File: config.mk
export PLATFORM = sky130hd
export DESIGN_NAME = ttio_sched
export DESIGN_NICKNAME = d
export VERILOG_FILES = /design/src/rtl/ttio_sched_pkg.sv /design/src/rtl/ttio_sched_pick.sv /design/src/rtl/ttio_sched.sv
export SDC_FILE = /design/constraint.sdc
export NUM_CORES = 1
export LEC_CHECK = 0
export ABC_AREA = 0
export CAP_MARGIN = 0
export CORE_ASPECT_RATIO = 1.25
export CORE_MARGIN = 3
export CORE_UTILIZATION = 57
export DETAILED_ROUTE_END_ITERATION = 8
export GPL_TIMING_DRIVEN = 0
export PLACE_DENSITY = 0.81
export SETUP_SLACK_MARGIN = 0.05
export SYNTH_ARGS = -nofsm -noshare
export SYNTH_HDL_FRONTEND = slang
export SYNTH_SLANG_ARGS = --single-unit
File: constraint.sdc
create_clock -name clk -period 17 [get_ports clk]
set_clock_uncertainty 0.15 [all_clocks]
set_input_delay 3.4 -clock clk [delete_from_list [all_inputs] [get_ports clk]]
set_output_delay 3.4 -clock clk [all_outputs]
set_load 0.01 [all_outputs]
File: src/rtl/ttio_sched_pkg.sv
// Shared types and helpers for the time-triggered IO scheduler.
// Timestamps are free-running tick counts, so every comparison is wrap-safe.
package ttio_sched_pkg;

  localparam int unsigned TS_W          = 32;
  localparam logic [1:0]  ICB_SIZE_WORD = 2'b10;

  typedef enum logic [1:0] {
    ST_IDLE = 2'd0,
    ST_CMD  = 2'd1,
    ST_RSP  = 2'd2,
    ST_CPL  = 2'd3
  } state_t;

  // A timestamp is due once (now - ts) is non-negative as a signed value.
  function automatic logic ts_due(input logic [TS_W-1:0] now, input logic [TS_W-1:0] ts);
    logic [TS_W-1:0] diff;
    diff = now - ts;
    return ~diff[TS_W-1];
  endfunction

  // True when timestamp a lies strictly before timestamp b.
  function automatic logic ts_before(input logic [TS_W-1:0] a, input logic [TS_W-1:0] b);
    logic [TS_W-1:0] diff;
    diff = a - b;
    return diff[TS_W-1];
  endfunction

endpackage

File: src/rtl/ttio_sched_pick.sv
// Selects the earliest due, idle slot; ties resolve to the lowest index.
module ttio_sched_pick
  import ttio_sched_pkg::*;
#(
  parameter int unsigned DEPTH = 4,
  parameter int unsigned IDX_W = 2
) (
  input  logic [TS_W-1:0]  i_now,
  input  logic [DEPTH-1:0] i_valid,
  input  logic [DEPTH-1:0] i_inflight,
  input  logic [TS_W-1:0]  i_time [DEPTH],
  output logic             o_found_c,
  output logic [IDX_W-1:0] o_idx_c
);

  logic [DEPTH-1:0] w_cand;
  logic             w_found;
  logic [IDX_W-1:0] w_idx;
  logic [TS_W-1:0]  w_best_time;

  always_comb begin
    w_cand = '0;
    for (int i = 0; i < int'(DEPTH); i++) begin
      w_cand[i] = i_valid[i] & ~i_inflight[i] & ts_due(i_now, i_time[i]);
    end
  end

  // Strict "before" keeps the earlier index on equal timestamps.
  always_comb begin
    w_found     = 1'b0;
    w_idx       = '0;
    w_best_time = '0;
    for (int i = 0; i < int'(DEPTH); i++) begin
      if (w_cand[i] && (!w_found || ts_before(i_time[i], w_best_time))) begin
        w_found     = 1'b1;
        w_idx       = IDX_W'(i);
        w_best_time = i_time[i];
      end
    end
  end

  assign o_found_c = w_found;
  assign o_idx_c   = w_idx;

endmodule

File: src/rtl/ttio_sched.sv
// Time-triggered IO scheduler: buffers timestamped loads/stores and releases
// each onto the ICB once the shared timer reaches it, one transaction at a time.
module ttio_sched
  import ttio_sched_pkg::*;
#(
  parameter int unsigned DEPTH  = 4,
  parameter int unsigned XLEN   = 32,
  parameter int unsigned ADDR_W = 32,
  parameter int unsigned ITAG_W = 2
) (
  input  logic                         clk,
  input  logic                         rst,
  input  logic [TS_W-1:0]              timer_now,
  input  logic                         req_valid,
  output logic                         req_ready,
  input  logic [TS_W-1:0]              req_time,
  input  logic [ADDR_W-1:0]            req_addr,
  input  logic                         req_read,
  input  logic [XLEN-1:0]              req_wdata,
  input  logic [ITAG_W-1:0]            req_itag,
  input  logic                         flush,
  output logic                         icb_cmd_valid,
  input  logic                         icb_cmd_ready,
  output logic [ADDR_W-1:0]            icb_cmd_addr,
  output logic                         icb_cmd_read,
  output logic [XLEN-1:0]              icb_cmd_wdata,
  output logic [XLEN/8-1:0]            icb_cmd_wmask,
  output logic [1:0]                   icb_cmd_size,
  input  logic                         icb_rsp_valid,
  output logic                         icb_rsp_ready,
  input  logic                         icb_rsp_err,
  input  logic [XLEN-1:0]              icb_rsp_rdata,
  output logic                         cpl_valid,
  input  logic                         cpl_ready,
  output logic [XLEN-1:0]              cpl_rdata,
  output logic                         cpl_err,
  output logic [ITAG_W-1:0]            cpl_itag,
  output logic                         cpl_late,
  output logic [$clog2(DEPTH+1)-1:0]   pend_cnt,
  output logic                         busy
);

  localparam int unsigned IDX_W = $clog2(DEPTH);
  localparam int unsigned CNT_W = $clog2(DEPTH + 1);

  logic [DEPTH-1:0]  r_valid;
  logic [DEPTH-1:0]  r_inflight;
  logic [TS_W-1:0]   r_time  [DEPTH];
  logic [ADDR_W-1:0] r_addr  [DEPTH];
  logic [XLEN-1:0]   r_wdata [DEPTH];
  logic [ITAG_W-1:0] r_itag  [DEPTH];
  logic [DEPTH-1:0]  r_read;
  logic [DEPTH-1:0]  r_late;

  state_t            r_state;
  logic [IDX_W-1:0]  r_sel;
  logic              r_req_ready;
  logic [CNT_W-1:0]  r_pend_cnt;
  logic              r_busy;
  logic              r_cmd_valid;
  logic [ADDR_W-1:0] r_cmd_addr;
  logic              r_cmd_read;
  logic [XLEN-1:0]   r_cmd_wdata;
  logic              r_rsp_ready;
  logic              r_cpl_valid;
  logic [XLEN-1:0]   r_cpl_rdata;
  logic              r_cpl_err;
  logic [ITAG_W-1:0] r_cpl_itag;
  logic              r_cpl_late;

  logic              w_found;
  logic [IDX_W-1:0]  w_pick_idx;
  logic [IDX_W-1:0]  w_free_idx;
  logic              w_accept;
  logic              w_launch;
  logic              w_cpl_done;
  logic [DEPTH-1:0]  w_valid_nxt;
  logic [DEPTH-1:0]  w_infl_nxt;
  logic [CNT_W-1:0]  w_cnt_nxt;

  ttio_sched_pick #(
    .DEPTH (DEPTH),
    .IDX_W (IDX_W)
  ) u_pick (
    .i_now      (timer_now),
    .i_valid    (r_valid),
    .i_inflight (r_inflight),
    .i_time     (r_time),
    .o_found_c  (w_found),
    .o_idx_c    (w_pick_idx)
  );

  always_comb begin
    w_free_idx = '0;
    for (int i = int'(DEPTH) - 1; i >= 0; i--) begin
      if (!r_valid[i]) w_free_idx = IDX_W'(i);
    end
  end

  // A launch in the flush cycle would hand out a slot that is being dropped.
  assign w_accept   = req_valid & r_req_ready;
  assign w_launch   = (r_state == ST_IDLE) & w_found & ~flush;
  assign w_cpl_done = r_cpl_valid & cpl_ready;

  // Flush first, then completion free, then the new accept, so an accept in
  // the flush cycle survives.
  always_comb begin
    w_valid_nxt = r_valid;
    w_infl_nxt  = r_inflight;
    if (flush) w_valid_nxt = r_valid & r_inflight;
    if (w_cpl_done) begin
      w_valid_nxt[r_sel] = 1'b0;
      w_infl_nxt[r_sel]  = 1'b0;
    end
    if (w_launch) w_infl_nxt[w_pick_idx] = 1'b1;
    if (w_accept) w_valid_nxt[w_free_idx] = 1'b1;
  end

  always_comb begin
    w_cnt_nxt = '0;
    for (int i = 0; i < int'(DEPTH); i++) begin
      w_cnt_nxt = w_cnt_nxt + CNT_W'(w_valid_nxt[i]);
    end
  end

  always_ff @(posedge clk) begin
    if (rst) begin
      r_valid     <= '0;
      r_inflight  <= '0;
      r_req_ready <= 1'b1;
      r_pend_cnt  <= '0;
      r_busy      <= 1'b0;
    end else begin
      r_valid     <= w_valid_nxt;
      r_inflight  <= w_infl_nxt;
      r_req_ready <= ~&w_valid_nxt;
      r_pend_cnt  <= w_cnt_nxt;
      r_busy      <= |w_valid_nxt;
    end
  end

  // Slot payload needs no reset; the valid bit qualifies it.
  always_ff @(posedge clk) begin
    if (w_accept) begin
      r_time[w_free_idx]  <= req_time;
      r_addr[w_free_idx]  <= req_addr;
      r_read[w_free_idx]  <= req_read;
      r_wdata[w_free_idx] <= req_wdata;
      r_itag[w_free_idx]  <= req_itag;
      r_late[w_free_idx]  <= ts_due(timer_now, req_time);
    end
  end

  always_ff @(posedge clk) begin
    if (rst) begin
      r_state     <= ST_IDLE;
      r_sel       <= '0;
      r_cmd_valid <= 1'b0;
      r_cmd_addr  <= '0;
      r_cmd_read  <= 1'b0;
      r_cmd_wdata <= '0;
      r_rsp_ready <= 1'b0;
      r_cpl_valid <= 1'b0;
      r_cpl_rdata <= '0;
      r_cpl_err   <= 1'b0;
      r_cpl_itag  <= '0;
      r_cpl_late  <= 1'b0;
    end else begin
      case (r_state)
        ST_IDLE: begin
          if (w_launch) begin
            r_sel       <= w_pick_idx;
            r_cmd_addr  <= r_addr[w_pick_idx];
            r_cmd_read  <= r_read[w_pick_idx];
            r_cmd_wdata <= r_wdata[w_pick_idx];
            r_cpl_itag  <= r_itag[w_pick_idx];
            r_cpl_late  <= r_late[w_pick_idx];
            // Misaligned word access never reaches the bus.
            if (r_addr[w_pick_idx][1:0] != 2'b00) begin
              r_cpl_valid <= 1'b1;
              r_cpl_err   <= 1'b1;
              r_cpl_rdata <= '0;
              r_state     <= ST_CPL;
            end else begin
              r_cmd_valid <= 1'b1;
              r_state     <= ST_CMD;
            end
          end
        end
        ST_CMD: begin
          if (icb_cmd_ready) begin
            r_cmd_valid <= 1'b0;
            r_rsp_ready <= 1'b1;
            r_state     <= ST_RSP;
          end
        end
        ST_RSP: begin
          if (icb_rsp_valid) begin
            r_rsp_ready <= 1'b0;
            r_cpl_valid <= 1'b1;
            r_cpl_rdata <= r_cmd_read ? icb_rsp_rdata : '0;
            r_cpl_err   <= icb_rsp_err;
            r_state     <= ST_CPL;
          end
        end
        ST_CPL: begin
          if (cpl_ready) begin
            r_cpl_valid <= 1'b0;
            r_state     <= ST_IDLE;
          end
        end
        default: r_state <= ST_IDLE;
      endcase
    end
  end

  assign req_ready     = r_req_ready;
  assign icb_cmd_valid = r_cmd_valid;
  assign icb_cmd_addr  = r_cmd_addr;
  assign icb_cmd_read  = r_cmd_read;
  assign icb_cmd_wdata = r_cmd_wdata;
  assign icb_cmd_wmask = '1;
  assign icb_cmd_size  = ICB_SIZE_WORD;
  assign icb_rsp_ready = r_rsp_ready;
  assign cpl_valid     = r_cpl_valid;
  assign cpl_rdata     = r_cpl_rdata;
  assign cpl_err       = r_cpl_err;
  assign cpl_itag      = r_cpl_itag;
  assign cpl_late      = r_cpl_late;
  assign pend_cnt      = r_pend_cnt;
  assign busy          = r_busy;

endmodule
Word level (Yosys, flattened, before mapping). Memory sizes are Yosys's and may differ from the RTL's. A register that Yosys moved wholly into a read port is not among the register bits. Index checks and enable logic that the tools add are counted.

RAM bits: 264. Register bits: 223. Memories kept: 3.

Memory list: r_addr (depth 4, width 32, rd ports 1, clocked after Yosys merged registers in 0, write ports 1, line ttio_sched.sv:49) `logic [ADDR_W-1:0] r_addr [DEPTH];`; r_wdata (depth 4, width 32, rd ports 1, clocked after Yosys merged registers in 1, write ports 1, line ttio_sched.sv:50) `logic [XLEN-1:0] r_wdata [DEPTH];`; r_itag (depth 4, width 2, rd ports 1, clocked after Yosys merged registers in 1, write ports 1, line ttio_sched.sv:51) `logic [ITAG_W-1:0] r_itag [DEPTH];`.

Equal/unequal tests: 9. Reduce and logical (&&, ||, !) cells: 28. Multiplexer cells: 61. Order comparisons: 8. Add/subtract/negate cells: 11. Bitwise gates (word level): 29.

Operators by type and width (number): 2-to-1 mux 32 bit (8); subtractor 32 bit (8); bitwise mux 128 bit (1); demux 32 bit (select 2 bit) (1); one-hot mux 32 bit (2 select lines) (1); 2-to-1 mux 1 bit (22); 2-to-1 mux 2 bit (11); 2-to-1 mux 4 bit (5); AND reduction 4 bit (4); bitwise AND 1 bit (12); bitwise AND 4 bit (3); inequality test 2 bit, second input constant (5); NOT 1 bit (10); less-than comparator 2 x 3 -> 1 bit, second input constant (3); bitwise mux 4 bit (2); bitwise OR 4 bit (2); one-hot mux 2 bit (4 select lines) (1); nonzero test 2 bit (4); logical AND 1 bit (7); demux 1 bit (select 2 bit) (3); >= comparator 2 x 1 -> 1 bit, second input constant (3); one-hot mux 1 bit (2 select lines) (3); AND reduction 5 bit (1); binary-select mux 1 bit (select 2 bit) (2); other kinds (18) (24).

Depth between registers and ports, before layout.
Word-level depth: 22. Mapped depth: 58.

Modules after synthesis. From an unflattened synthesis, not the netlist that was laid out.

Cells, all modules: 2066. Area total of the unflattened synthesis: 25345.6 um2.

Modules (own cells, without submodules): ttio_sched (seq. area each 14433.8 um2, times used 1, cells an instance 1161, area an instance 19060.8 um2); ttio_sched_pick (seq. area each 0.0 um2, times used 1, cells an instance 905, area an instance 6284.8 um2).

Worst setup path after synthesis. Ideal clock, no wire load.

Path type: input-to-reg. Start: input timer_now[29]. End: register r_cpl_rdata[10], in the netlist cpl_rdata[10]. Path slack: 2408 ps. Setup time: 72 ps. Arrival: 14370 ps. Stages on the path: 55. Cell sequence: ha_1 > nand4_1 > or3_4 > o211ai_2 > a21oi_1 > xnor3_1 > nor2_1 > clkbuf_1 > nand2_1 > ha_1 > a21o_1 > a21o_1 > nor4b_1 > a21oi_1 > a21oi_2 > xnor2_1 > mux2_2 > and2_1 > (+19 left out) > ha_1 > a21o_1 > a21o_1 > a21o_1 > a21o_1 > a21o_1 > a211oi_1 > o21ai_0 > a21boi_0 > o211ai_1 > a31oi_1 > a211oi_2 > xnor2_2 > a21oi_4 > o211ai_1 > a211oi_4 > buf_6 > mux2i_1.

Word-level cells in the longest chain between the ends: 20. Elaborated cells between the ends (all ways): 41. Those cells by class: add/sub: 7; eq/ne: 2; mux: 10; bitwise: 10; reduce/logical: 11; memory: 1.

RTL lines: start, declared (line ttio_sched.sv:13) `input logic [TS_W-1:0] timer_now,`; subtractor 32 bit (line ttio_sched_pkg.sv:18) `diff = now - ts;`; NOT 1 bit (line ttio_sched_pkg.sv:19) `return ~diff[TS_W-1];`; bitwise AND 1 bit (line ttio_sched_pick.sv:24) `w_cand[i] = i_valid[i] & ~i_inflight[i] & ts_due(i_now, i_time[i]);`; 2-to-1 mux 32 bit / 2-to-1 mux 1 bit (equally long branches) (line ttio_sched_pick.sv:34) `if (w_cand[i] && (!w_found || ts_before(i_time[i], w_best_time))) begin`; subtractor 32 bit / zero test 1 bit (equally long branches) (line ttio_sched_pkg.sv:25, ttio_sched_pick.sv:34); logical OR 1 bit (line ttio_sched_pick.sv:34); logical AND 1 bit (line ttio_sched_pick.sv:34); 2-to-1 mux 32 bit / 2-to-1 mux 1 bit (equally long branches) (line ttio_sched_pick.sv:34); (+4 left out); subtractor 32 bit / zero test 1 bit (equally long branches) (line ttio_sched_pkg.sv:25, ttio_sched_pick.sv:34); logical OR 1 bit (line ttio_sched_pick.sv:34); logical AND 1 bit (line ttio_sched_pick.sv:34); 2-to-1 mux 2 bit / 2-to-1 mux 1 bit (equally long branches) (line ttio_sched_pick.sv:34); memory read (4 x 32 bit) / bitwise AND 1 bit (equally long branches); nonzero test 2 bit / bitwise AND 1 bit (equally long branches) (line ttio_sched.sv:179, ttio_sched.sv:102); inequality test 2 x 1 -> 1 bit (no source line) / inequality test 2 bit (equally long branches); AND reduction 4 bit (no source line) (*); end signal, assigned (line ttio_sched.sv:201) `r_cpl_rdata <= r_cmd_read ? icb_rsp_rdata : '0;`; end, declared (line ttio_sched.sv:66) `logic [XLEN-1:0] r_cpl_rdata;`.

Mark *: on every way between the ends. The rest lies on a longest branch, timed or not. A chain may end at the register's enable or synchronous reset.

Final worst setup path.
Start: input timer_now[14]. End: register r_cmd_addr[0], in the netlist icb_cmd_addr[0], read port of r_addr.

Word-level cells in the longest chain between the ends: 19. Elaborated cells between the ends (all ways): 38. Those cells by class: add/sub: 7; mux: 10; bitwise: 10; reduce/logical: 10; memory: 1.

RTL lines: subtractor 32 bit (line ttio_sched_pkg.sv:18); NOT 1 bit (line ttio_sched_pkg.sv:19); bitwise AND 1 bit (line ttio_sched_pick.sv:24); 2-to-1 mux 32 bit / 2-to-1 mux 1 bit (equally long branches) (line ttio_sched_pick.sv:34); subtractor 32 bit / zero test 1 bit (equally long branches) (line ttio_sched_pkg.sv:25, ttio_sched_pick.sv:34); logical OR 1 bit (line ttio_sched_pick.sv:34); logical AND 1 bit (line ttio_sched_pick.sv:34); 2-to-1 mux 32 bit / 2-to-1 mux 1 bit (equally long branches) (line ttio_sched_pick.sv:34); (+2 left out); logical AND 1 bit (line ttio_sched_pick.sv:34); 2-to-1 mux 32 bit / 2-to-1 mux 1 bit (equally long branches) (line ttio_sched_pick.sv:34); subtractor 32 bit / zero test 1 bit (equally long branches) (line ttio_sched_pkg.sv:25, ttio_sched_pick.sv:34); logical OR 1 bit (line ttio_sched_pick.sv:34); logical AND 1 bit (line ttio_sched_pick.sv:34); 2-to-1 mux 1 bit (line ttio_sched_pick.sv:34); bitwise AND 1 bit (2 in a row) (line ttio_sched.sv:102) `assign w_launch = (r_state == ST_IDLE) & w_found & ~flush;`; AND reduction 2 bit (no source line); end, declared (line ttio_sched.sv:61) `logic [ADDR_W-1:0] r_cmd_addr;`.

Parallel ways exist; a longest one is shown, timed or not.

==> run metrics <==
status finished, final reports clean; Syn-to-layout area delta 22.96%; LEAKAGE 12.63 nW; Max-slew headroom 23.70%; Die ar. 47870 um2; Crit Path Max Fanout 19; initial core utilization 58.06%; Cell variety after synth 85; Max Cap Viol 0; Final Hold Vio Count 0; initial antenna violation count 8; vias in the first global route 20600; Finished Layout Cells 3288; Critical-path top delay cell clkdlybuf4s50_1; crit end category flop; post-synth top area share 46.55%; area leader, netlist edfxtp_1; Tmin final 16.44 ns; clock sink count 521; first-pass GRT wire length 113600 um; Psw 0.7825 mW; critical path's top delay family compound AO/OA/AOI/OAI gates; adder-cell area share of the yosys netlist 12.15%; final global-route overflow total 0; site row count 86; sw frac 25.23%; fin crit share 96.73%; Gate Count Post-Synth 2296; TritonCTS Buffers 50; PD cells 97.74 nW/um2; CP peak stage delay 0.58 ns; average cell area after synthesis 11.24 um2; flops & latches, synth 521; worst vdd ir 0.1080 mV; commonest cells in the synthesized netlist edfxtp_1 (400), nand2_1 (308), ha_1 (249); Yosys warning count 0; Setup TNS 0 ns; Final HPWL DP 54440 um; later-pin clock latency in the skew report 0.58 ns; Core Region 44440 um2; Synth Area in Compound Gates 14.48%; global placer's final weighted congestion 0.9551; Clock power frac 37.8%; H-tree levels 2; Pint 2.319 mW; Via density 6.029; drt pass-1 iters 5; share of cells above drive strength 1 7.267%; crit-path most repeated cell a21o_1; GRT Overall Usage 30.38%; DR iter-0 viols 1517; CP arrival 16.74 ns; startpoint class of the critical path input port; clock-pin slew on the worst setup and hold paths 0.06 ns; I/O pins 286; hold buffers post-CTS 0; Detailed Route WL 74490 um; RSZ-0062 raised after global routing false; Slew Viols, Final 0; CP Buf/Inv Count 9; combinational family with the most area after synthesis compound AO/OA/AOI/OAI gates; combinational share of power 15.5%; WP data required 17.30 ns; antenna-violating nets left 0; dpl cells 3180; Post-synth EDFFs 400; Post-Syn Area 25800 um2; register area share after synthesis 55.94%; final setup vio count 0; Bufs on Longest Clock Path 3; Die Ht 243.9 um; chip width 196.3 um; Total Nets Final 3091; Clock Tree Root clkbuf_16; Fmax achieved 0.06081 GHz; most frequent cell after synthesis edfxtp_1; CTS tree built; worst min path class reg -> reg; XOR/XNOR Fraction of Synth Area 0.5091%; pin count of the biggest net entering global routing 30; largest cells by area after synthesis edfxtp_1 (47%), ha_1 (12%), dfxtp_1 (9.4%); Crit Path Class in -> reg; Seq pwr share 46.7%; I/O Buffers 277; # fillers 3110; Vias 19820; ys flop type edfxtp_1; async set-reset flop share out of synthesis 0%; DRC 0; simple-gate share of the synthesized area 10.55%; post-synthesis mux area share 1.653%; WL/cell 22.66 um; Tightest Pin Transition 1.130 ns
[path summary, 6_finish.rpt]
kind | from | endpoint | slack, ns | depth (start not counted)
setup reg to reg | r_time[102] | icb_cmd_addr[0] | 3.59 | 56
hold reg to reg | cpl_rdata[3] | cpl_rdata[3] | 0.31 | 2
setup / recovery | timer_now[14] | icb_cmd_addr[0] | 0.56 | 56
hold / removal | cpl_rdata[3] | cpl_rdata[3] | 0.31 | 2
[final cells by class]
| class | count | area, um2 | share of cell area [%] |
|---|---|---|---|
| timing repair buffer | 320 | 3319 | 10.46 |
| inverter | 207 | 777.0 | 2.449 |
| tap | 572 | 715.7 | 2.256 |
| clock buffer | 65 | 1378 | 4.342 |
| buffer | 101 | 488.0 | 1.538 |
| sequential | 521 | 14430 | 45.49 |
| clock inverter | 28 | 361.6 | 1.140 |
| multi-input combinational | 1469 | 10240 | 32.28 |
| antenna | 5 | 12.51 | 0.03944 |
[kinds of logic (layout without fill, tap and decap cells)]
logic type / Yosys count / after routing
other: 2 / 11
adders and majority gates: 250 / 250
DFF: 521 / 521
xor gates and xnor gates: 11 / 11
AOI/OAI and AO/OA: 562 / 562
muxes: 42 / 42
and+or+nand+nor: 598 / 598
buffers and inverters: 310 / 721
[power groups by stage]
stage | clock network (mW) | registers [mW] | logic (mW)
floorplan | 0 | 1.48 | 0.263
global placement | 0 | 1.48 | 0.434
detailed placement | 0 | 1.47 | 0.459
CTS | 1.18 | 1.45 | 0.473
global route | 1.23 | 1.45 | 0.521
finish | 1.17 | 1.45 | 0.480
[worst min-delay path: stages, from the launching register on]
cell and delay [ns]:
dfxtp_1 0.31, nand2_1 0.05, mux2i_1 0.05
[routing by layer]
metal  vias up  GRT usage [%]  part of all wire (%)
met5         -              0                 0.046
met4         6          15.33                   5.0
met3       210          5.436                   7.1
met2       846          53.45                    51
met1      9607          35.62                    37
li1       9153              -                     -
[placed cells by master (no fill, tap or decap), types with 6 or more instances in the layout]
| cell type | Yosys | layout |
|---|---|---|
| a211o_1 | 42 | 42 |
| a211oi_1 | 55 | 54 |
| a21o_1 | 52 | 52 |
| a21oi_1 | 170 | 166 |
| a311oi_1 | 34 | 34 |
| a31oi_1 | 45 | 45 |
| and3_1 | 42 | 42 |
| buf_2 | 2 | 11 |
| buf_4 | 6 | 20 |
| buf_6 | 3 | 22 |
| bufinv_16 | 0 | 7 |
| clkbuf_1 | 80 | 70 |
| clkbuf_16 | 0 | 50 |
| clkbuf_2 | 0 | 7 |
| clkbuf_4 | 0 | 6 |
| clkbuf_8 | 0 | 7 |
| clkdlybuf4s50_1 | 0 | 277 |
| clkinv_2 | 0 | 7 |
| clkinvlp_4 | 0 | 6 |
| conb_1 | 2 | 6 |
| dfxtp_1 | 121 | 121 |
| edfxtp_1 | 400 | 400 |
| ha_1 | 249 | 249 |
| inv_1 | 207 | 207 |
| mux2i_1 | 39 | 39 |
| nand2_1 | 308 | 308 |
| nand2b_1 | 22 | 22 |
| nand3_1 | 22 | 22 |
| nand4_1 | 35 | 35 |
| nor2_1 | 106 | 104 |
| nor2b_1 | 21 | 21 |
| nor3_1 | 8 | 7 |
| o211ai_1 | 8 | 8 |
| o21a_1 | 6 | 6 |
| o21ai_0 | 99 | 99 |
[state kept, by name, indices dropped and copies added (netlist names), 2 cells and up]
register       count
r_inflight         4
pend_cnt           3
r_sel              2
r_addr           128
icb_cmd_wdata     32
r_wdata          128
r_time           128
r_read             4
cpl_itag           2
icb_cmd_addr      32
r_late             4
r_state            2
cpl_rdata         32
r_itag             8
r_valid            4
[stage by stage]
step	total power, mW	setup WS [ns]	util (%)	cell area, um2	hold slack, ns
global route	3.206	0.03516	71.39	31730	0.3285
finish	3.101	0.5556	71.39	31730	0.3079
detailed placement	1.933	-3.518	67.04	29790	0.3010
floorplan	1.741	2.408	-	25820	0.3212
CTS	3.105	0.09946	71.23	31650	0.3099
global placement	1.915	-3.271	65.95	29310	0.2917
[timing repair]
| item | in CTS | in global routing |
|---|---|---|
| resized for setup | 31 | 29 |
| setup endpoints to repair | 110 | 110 |
| pin swaps | 4 | 3 |
| setup buffers | 10 | 2 |
| endpoints found under the hold margin | 0 | 0 |
Power figures use the tool's default switching activity.
